**src/rtl/id_ex_operand_stage.sv**
```systemverilog
// ID/EX pipeline register with operand forwarding and load-use hazard detection.
// Operands ex_a/ex_b/ex_store_data are resolved combinationally from the stage register.
module id_ex_operand_stage #(
  parameter int DATA_W = 32
) (
  input  logic              Clk,
  input  logic              Reset,
  input  logic              stall,
  input  logic              flush,
  input  logic              id_valid,
  input  logic [DATA_W-1:0] id_rs_data,
  input  logic [DATA_W-1:0] id_rt_data,
  input  logic [DATA_W-1:0] id_imm,
  input  logic [14:0]       id_regs,
  input  logic [4:0]        id_alu_control,
  input  logic [5:0]        id_ctrl,
  input  logic              exm_reg_write,
  input  logic [4:0]        exm_write_reg,
  input  logic [DATA_W-1:0] exm_alu_result,
  input  logic              wb_reg_write,
  input  logic [4:0]        wb_write_reg,
  input  logic [DATA_W-1:0] wb_write_data,
  output logic              ex_valid,
  output logic [4:0]        ex_alu_control,
  output logic [DATA_W-1:0] ex_a,
  output logic [DATA_W-1:0] ex_b,
  output logic [DATA_W-1:0] ex_store_data,
  output logic [4:0]        ex_write_reg,
  output logic [2:0]        ex_ctrl,
  output logic              hazard_stall
);

  logic              vld_p0;
  logic [4:0]        alu_ctrl_p0;
  logic              alu_src_p0;
  logic              shift_p0;
  logic [2:0]        ctrl_p0;
  logic [4:0]        wreg_p0;
  logic [4:0]        rs_p0;
  logic [4:0]        rt_p0;
  logic [DATA_W-1:0] rs_data_p0;
  logic [DATA_W-1:0] rt_data_p0;
  logic [DATA_W-1:0] imm_p0;

  logic [4:0]        id_rs;
  logic [4:0]        id_rt;
  logic [4:0]        id_rd;
  logic              load_bubble;
  logic              advance;
  logic [DATA_W-1:0] fwd_rs;
  logic [DATA_W-1:0] fwd_rt;

  // EX/MEM has priority over MEM/WB; r0 is hardwired and never forwarded.
  function automatic logic [DATA_W-1:0] forward(
    input logic [4:0]        src,
    input logic [DATA_W-1:0] stored,
    input logic              m_we,
    input logic [4:0]        m_reg,
    input logic [DATA_W-1:0] m_val,
    input logic              w_we,
    input logic [4:0]        w_reg,
    input logic [DATA_W-1:0] w_val
  );
    if (m_we && (m_reg != 5'd0) && (m_reg == src))
      return m_val;
    else if (w_we && (w_reg != 5'd0) && (w_reg == src))
      return w_val;
    else
      return stored;
  endfunction

  assign id_rs = id_regs[14:10];
  assign id_rt = id_regs[9:5];
  assign id_rd = id_regs[4:0];

  assign hazard_stall = vld_p0 && ctrl_p0[1] && (wreg_p0 != 5'd0) && id_valid &&
                        ((wreg_p0 == id_rs) || (wreg_p0 == id_rt)) && !stall;

  assign advance     = flush || !stall;
  assign load_bubble = flush || hazard_stall || !id_valid;

  // ---- ID -> EX stage register ----
  always_ff @(posedge Clk or posedge Reset) begin
    if (Reset) begin
      vld_p0      <= 1'b0;
      alu_ctrl_p0 <= '0;
      alu_src_p0  <= 1'b0;
      shift_p0    <= 1'b0;
      ctrl_p0     <= '0;
      wreg_p0     <= '0;
      rs_p0       <= '0;
      rt_p0       <= '0;
      rs_data_p0  <= '0;
      rt_data_p0  <= '0;
      imm_p0      <= '0;
    end else if (advance) begin
      vld_p0      <= !load_bubble;
      alu_ctrl_p0 <= load_bubble ? 5'd0 : id_alu_control;
      alu_src_p0  <= load_bubble ? 1'b0 : id_ctrl[5];
      shift_p0    <= load_bubble ? 1'b0 : id_ctrl[4];
      ctrl_p0     <= load_bubble ? 3'd0 : id_ctrl[2:0];
      wreg_p0     <= load_bubble ? 5'd0 : (id_ctrl[3] ? id_rd : id_rt);
      rs_p0       <= id_rs;
      rt_p0       <= id_rt;
      rs_data_p0  <= id_rs_data;
      rt_data_p0  <= id_rt_data;
      imm_p0      <= id_imm;
    end
  end

  // ---- EX operand selection ----
  assign fwd_rs = forward(rs_p0, rs_data_p0, exm_reg_write, exm_write_reg, exm_alu_result,
                          wb_reg_write, wb_write_reg, wb_write_data);
  assign fwd_rt = forward(rt_p0, rt_data_p0, exm_reg_write, exm_write_reg, exm_alu_result,
                          wb_reg_write, wb_write_reg, wb_write_data);

  assign ex_valid       = vld_p0;
  assign ex_alu_control = alu_ctrl_p0;
  assign ex_ctrl        = ctrl_p0;
  assign ex_write_reg   = wreg_p0;
  assign ex_a           = shift_p0 ? imm_p0 : fwd_rs;
  assign ex_b           = alu_src_p0 ? imm_p0 : fwd_rt;
  assign ex_store_data  = fwd_rt;

endmodule

```
**config.mk**
```make
export PLATFORM = sky130hd
export DESIGN_NAME = id_ex_operand_stage
export DESIGN_NICKNAME = d
export VERILOG_FILES = /design/src/rtl/id_ex_operand_stage.sv
export SDC_FILE = /design/constraint.sdc
export NUM_CORES = 1
export LEC_CHECK = 0
export ABC_AREA = 0
export CAP_MARGIN = 10
export CORE_UTILIZATION = 44
export CTS_CLUSTER_SIZE = 12
export DETAILED_ROUTE_END_ITERATION = 8
export PLACE_DENSITY = 0.81
export RECOVER_POWER = 50
export SLEW_MARGIN = 20
export SYNTH_ARGS = -nofsm -noshare
export SYNTH_HDL_FRONTEND = slang
export SYNTH_SLANG_ARGS = --single-unit
```
**constraint.sdc**
```tcl
create_clock -name Clk -period 5.15 [get_ports Clk]
set_input_delay 0.515 -clock Clk [delete_from_list [all_inputs] [get_ports Clk]]
set_output_delay 0.515 -clock Clk [all_outputs]
set_load 0.05 [all_outputs]
```
==> results of run 1 <==
cell usage in the layout (no fill, tap or decap), drive strengths merged, types with 21 or more instances in the layout:
cell and n:
nand2 385, xnor2 21, dfrtp 122, nand3 35, o31ai 64, buf 109, and3 32, clkbuf 26
clkdlybuf4s50 215, nor2 132, a221oi 64
critical path, cell delays in order:
cell	delay, ns
clkdlybuf4s50_1	0.57
or4_1	0.22
o21a_2	0.75
nand3_2	0.90
a221oi_1	0.65
o31ai_1	0.13
buf_4	0.22
cell usage after synthesis, drive strengths merged:
cell type / count
nor2: 132
inv: 3
o21a: 1
mux2: 5
nand3: 35
nand2: 385
nand4bb: 1
nor2b: 4
o2111ai: 1
xnor2: 21
o21ai: 1
nand2b: 4
a2111oi: 1
a21o: 1
or3: 3
o311a: 1
clkbuf: 59
buf: 25
a22o: 15
o22ai: 1
or4: 2
nor3: 4
a2111o: 1
o31ai: 64
xor2: 5
and3: 32
nand4: 2
dfrtp: 122
a221oi: 64
layout make-up:
class                   instances  area [um2]
flip-flops and latches        122        3060
clock inverters                 8         118
inverters                       3        12.5
well taps                     225         282
clock buffers                  24         472
multi-input cells             786        4400
fillers                      1456        5950
diodes                          1        2.50
repair buffers                328        3000
metrics by stage:
step | setup WS [ns] | cells | power, W | utilization
after global placement | 0.801 | 1464 | 0.00225 | 0.622
after CTS | 0.758 | 1496 | 0.00347 | 0.656
after global routing | 0.530 | 1497 | 0.00360 | 0.656
after detailed placement | 0.754 | 1464 | 0.00227 | 0.622
after floorplan | 1.39 | 995 | 0.00182 | -
final | 0.666 | 1497 | 0.00347 | 0.656
layer usage:
metal	wire length [um]	up-vias	global-route usage
met5	13	-	0
met4	1110	2	0.142
met3	2460	76	0.0781
met2	14100	412	0.549
met1	10800	4015	0.354
li1	-	3917	-
cell families (layout without fill, tap and decap cells):
kind of cell    count (synthesis)  in the layout  share of synthesized area
xor+xnor                       26             26                     0.0292
simple gates                  604            604                      0.315
buf+inv                        87            363                     0.0519
compound gates                151            151                      0.205
other cells                     0              1                          0
mux                             5              5                    0.00722
flops                         122            122                      0.392
power by group through the flow:
stage | Clock [W] | Combinational [W] | Sequential [W]
3_5_place_dp | 0 | 0.00115 | 0.00112
3_3_place_gp | 0 | 0.00113 | 0.00112
2_1_floorplan | 0 | 0.000713 | 0.00111
4_1_cts | 0.00122 | 0.00115 | 0.00110
6_report | 0.00121 | 0.00115 | 0.00111
5_1_grt | 0.00127 | 0.00122 | 0.00111
worst paths after layout:
check,start,to,slack [ns],cells after the start
worst max-delay path,wb_write_reg[4],ex_a[16],0.67,7
worst min register to register,rs_data_p0[10]$_DFFE_PP0P_,rs_data_p0[10]$_DFFE_PP0P_,0.47,2
worst min-delay path,rs_data_p0[10]$_DFFE_PP0P_,rs_data_p0[10]$_DFFE_PP0P_,0.47,2
min in group asynchronous,Reset,ex_write_reg[1]$_DFFE_PP0P_,1.43,2
max in group asynchronous,Reset,rt_data_p0[17]$_DFFE_PP0P_,1.23,3
worst max register to register,ex_write_reg[0]$_DFFE_PP0P_,ex_write_reg[1]$_DFFE_PP0P_,2.75,4
==> qor.yml, run 1 <==
logic_synthesis:
  syn_inst: 995
  synth_area_um2: 7790
  synth_area_leaders: "dfrtp_1 (39%), nand2_1 (19%), nor2_1 (6.4%)"
  synth.distinct_cells: 36
  ys_ff_latch: 122
  yosysSeqAreaShare: 0.392
  syn-num-nets: 1198
  synth_warnings: 0
  avgSynthCellArea_um2: 7.83
  synth_top_area_frac: 0.392
  synth_top_cell_by_area: "dfrtp_1"
global_route:
  grt_max_degree: 88
  grt_usage: 0.312
  grt_pass1_wl_um: 43600
  grt-ovfl-total: 0
  grt_pass1_vias: 8296
  antenna_found_initial: 2
power:
  vdd_drop_max_mv: 0.238
  powerDensity_nw_per_um2: 306
  power_leakage_nw: 5.21
  pwr-share-comb: 0.332
  p_int_w: 0.00226
  p_sw_w: 0.00121
  swShare: 0.349
  seq_power_share: 0.319
  power_frac_clock: 0.349
die:
  io_pins: 314
  die_area_um2: 18200
  start_util: 0.451
  core_um2: 17300
  die_h_um: 135
  die_x_um: 135
  rows: 48
routing:
  ant_nets: 0
  drt_iter0_drc: 593
  vias_per_cell: 5.63
  wl_per_cell_um: 19.1
  wirelength_um: 28500
  post-route-drc-count: 0
  first_pass_iters: 5
  vias: 8422
job:
  drv_cap: 4
timing:
  fmax_ghz: 0.223
  relSlewSlack: -1.33
  clock_skew_ns: 0.00213
  drv_slew: 215
  rsz0062_at_grt: "false"
  fin_setup_tns_ns: 0
  tightest_slew_ns: 3.50
  setup_violations: 0
  hold_ws_ns: 0.470
  hold_viol: 0
  period_needed_ns: 4.48
  post-route-period-util: 0.871
clock_tree:
  cts_post_setup_buffers_inserted: 0
  path_clk_slew_ns: 0.05
  cts.sinks: 122
  clk_latency_ns: 0.41
  cts_max_level: 4
  cts-resized-gates: 0
  clockBufferDepth: 2
  cts_hold_buffers: 0
  numCtsBuffers: 17
  ctsRootBufferMaster: "clkbuf_16"
  cts_tree: "done"
layout:
  syn2layout_area_growth_pct: 45.6
  drive_gt1_frac: 0.172
  num-nets-final: 1461
  top_regs: "imm_p0 (32), rs_data_p0 (32), rt_data_p0 (32)"
  fin_area_um2: 11300
placement:
  placed_area_um2: 10800
  gp_congestion: 0.852
  port_buffers: 313
  hpwl_um: 19700
min_path:
  hold_class: "reg -> reg"
run_status:
  status: "finished with violations"
  violations: "capacitance limit, slew limit"
critical_path:
  crit_type: "in -> out"
  critPathCaptureType: "output pin"
  cp.arrival_ns: 3.97
  cp.required_ns: 4.64
  cp_max_fo: 34
  critPathLaunchType: "input pin"
(Power assumes the default switching activity.)
==> run 2: changes to the inputs <==
--- a/config.mk
+++ b/config.mk
@@ -7,10 +7,12 @@
 export LEC_CHECK = 0
 export ABC_AREA = 0
 export CAP_MARGIN = 10
-export CORE_UTILIZATION = 44
+export CORE_UTILIZATION = 55
 export CTS_CLUSTER_SIZE = 12
 export DETAILED_ROUTE_END_ITERATION = 8
-export PLACE_DENSITY = 0.81
+export DONT_BUFFER_PORTS = 1
+export MAX_ROUTING_LAYER = met4
+export PLACE_DENSITY = 0.7
 export RECOVER_POWER = 50
 export SLEW_MARGIN = 20
 export SYNTH_ARGS = -nofsm -noshare
==> qor.yml, run 2 (synthesis results as in run 1) <==
layout:
  fillers: 1264
  syn2layout_area_growth_pct: 11.2
  final_common_cell: "nand2_1"
  multi_input_area_um2: 4570
  antenna_cells: 0
  final_cell_mix: "nand2_1 (385), nor2_1 (129), dfrtp_1 (120)"
  ff_latch_area_um2: 3060
  num-nets-final: 1164
  final_cells: 1154
  drive_gt1_frac: 0.181
  top_regs: "imm_p0 (32), rs_data_p0 (32), rt_data_p0 (32)"
critical_path:
  cp_max_fo: 34
  crit_type: "in -> out"
  critPathCaptureType: "output pin"
  critPathLaunchType: "input pin"
  r2r_cells: 4
  cp.arrival_ns: 3.55
  cp.required_ns: 4.64
run_status:
  violations: "capacitance limit, slew limit"
  status: "finished with violations"
die:
  die_x_um: 121
  die_h_um: 121
  start_util: 0.564
  io_pins: 314
  rows: 43
  core_um2: 13800
  die_area_um2: 14600
global_route:
  grt_max_degree: 81
  grt_pass1_vias: 7007
  busiest_layer: "met2"
  use_met1: 0.425
  antenna_found_initial: 0
  global_route.usage.met3: 0.0949
  grt-ovfl-total: 0
  grt_usage: 0.356
  grt_pass1_wl_um: 38300
  use_met2: 0.561
timing:
  relSlewSlack: -1.37
  drv_slew: 204
  hold_viol: 0
  fmax_ghz: 0.246
  period_needed_ns: 4.07
  post-route-period-util: 0.790
  fin_setup_tns_ns: 0
  tightest_slew_ns: 3.54
  setup_violations: 0
  rsz0062_at_grt: "false"
  clock_skew_ns: 0.00451
clock_tree:
  clockBufferDepth: 2
  cts_max_level: 4
  cts_tree: "done"
  ctsRootBufferMaster: "clkbuf_16"
  cts_post_setup_buffers_inserted: 0
  cts_hold_buffers: 0
  clk_latency_ns: 0.42
  path_clk_slew_ns: 0.06
  cts.sinks: 122
  cts-resized-gates: 0
  numCtsBuffers: 17
routing:
  first_pass_iters: 5
  ant_nets: 0
  drt_iter0_drc: 557
  wl_per_cell_um: 21.9
  vias_per_cell: 6.35
  wirelength_um: 25300
  vias: 7333
  post-route-drc-count: 0
placement:
  gp_congestion: 0.871
  placed_cells: 1122
  port_buffers: 0
  hpwl_um: 17300
power:
  p_sw_w: 0.00115
  swShare: 0.367
  seq_power_share: 0.358
  powerDensity_nw_per_um2: 361
  power_frac_clock: 0.373
  power_leakage_nw: 4.04
  pwr-share-comb: 0.269
  vdd_drop_max_mv: 0.196
  p_int_w: 0.00198
min_path:
  min_path_cells: 2
  hold_class: "in -> reg"
job:
  drv_cap: 3
run 2: changes by cell type in the layout (fill, tap and decap cells not counted), sizes merged:
cell and delta:
buf -81, bufinv -1, clkbuf -2, clkdlybuf4s50 -215, clkinv +1, clkinvlp +3, diode -1, dlygate4sd3 -2
run 2: final cells by class:
cell class	instances	share of cell area
clock buffers	21	0.0531
clock inverters	11	0.0142
inverters	3	0.00144
multi-input cells	786	0.527
flip-flops and latches	122	0.353
well taps	180	0.0260
repair buffers	31	0.0257
run 2: per-layer routing:
metal | share of wire | wire length [um]
met4 | 0.034 | 868
met3 | 0.092 | 2330
met5 | 0 | 0
met1 | 0.39 | 9870
met2 | 0.48 | 12200
run 2: metrics by stage:
step / total power [W] / util / area [um2] / hold WS [ns] / worst slack (ns)
2_1_floorplan: 0.00182 / - / 7790 / 0.439 / 1.39
3_3_place_gp: 0.00196 / 0.586 / 8100 / 0.455 / 1.21
3_5_place_dp: 0.00197 / 0.586 / 8100 / 0.457 / 1.14
4_1_cts: 0.00314 / 0.628 / 8680 / 0.194 / 1.15
5_1_grt: 0.00324 / 0.627 / 8660 / 0.192 / 1.00
6_report: 0.00313 / 0.627 / 8660 / 0.206 / 1.08
run 2: path summary, 6_finish.rpt:
kind | slack (ns) | to | start
max | 1.08 | ex_a[4] | wb_write_reg[1]
min | 0.21 | imm_p0[7]$_DFFE_PP0P_ | id_imm[7]
max reg2reg | 2.54 | ex_write_reg[1]$_DFFE_PP0P_ | ex_write_reg[1]$_DFFE_PP0P_
min reg2reg | 0.47 | rs_data_p0[7]$_DFFE_PP0P_ | rs_data_p0[7]$_DFFE_PP0P_
max in group asynchronous | 1.85 | rs_data_p0[24]$_DFFE_PP0P_ | Reset
min in group asynchronous | 1.00 | ex_write_reg[1]$_DFFE_PP0P_ | Reset
run 2: worst max-delay path: stages:
cell and delay, ns:
or4_1 0.59, o21a_2 0.54, nand3_2 0.77, a221oi_1 0.25, o31ai_2 0.86
run 2: power by group through the flow:
stage          Clock (W)  Sequential, W  Combinational, W
3_3_place_gp           0        0.00113          0.000829
3_5_place_dp           0        0.00113          0.000840
6_report         0.00117        0.00112          0.000841
5_1_grt          0.00122        0.00113          0.000889
4_1_cts          0.00118        0.00112          0.000841
2_1_floorplan          0        0.00111          0.000713
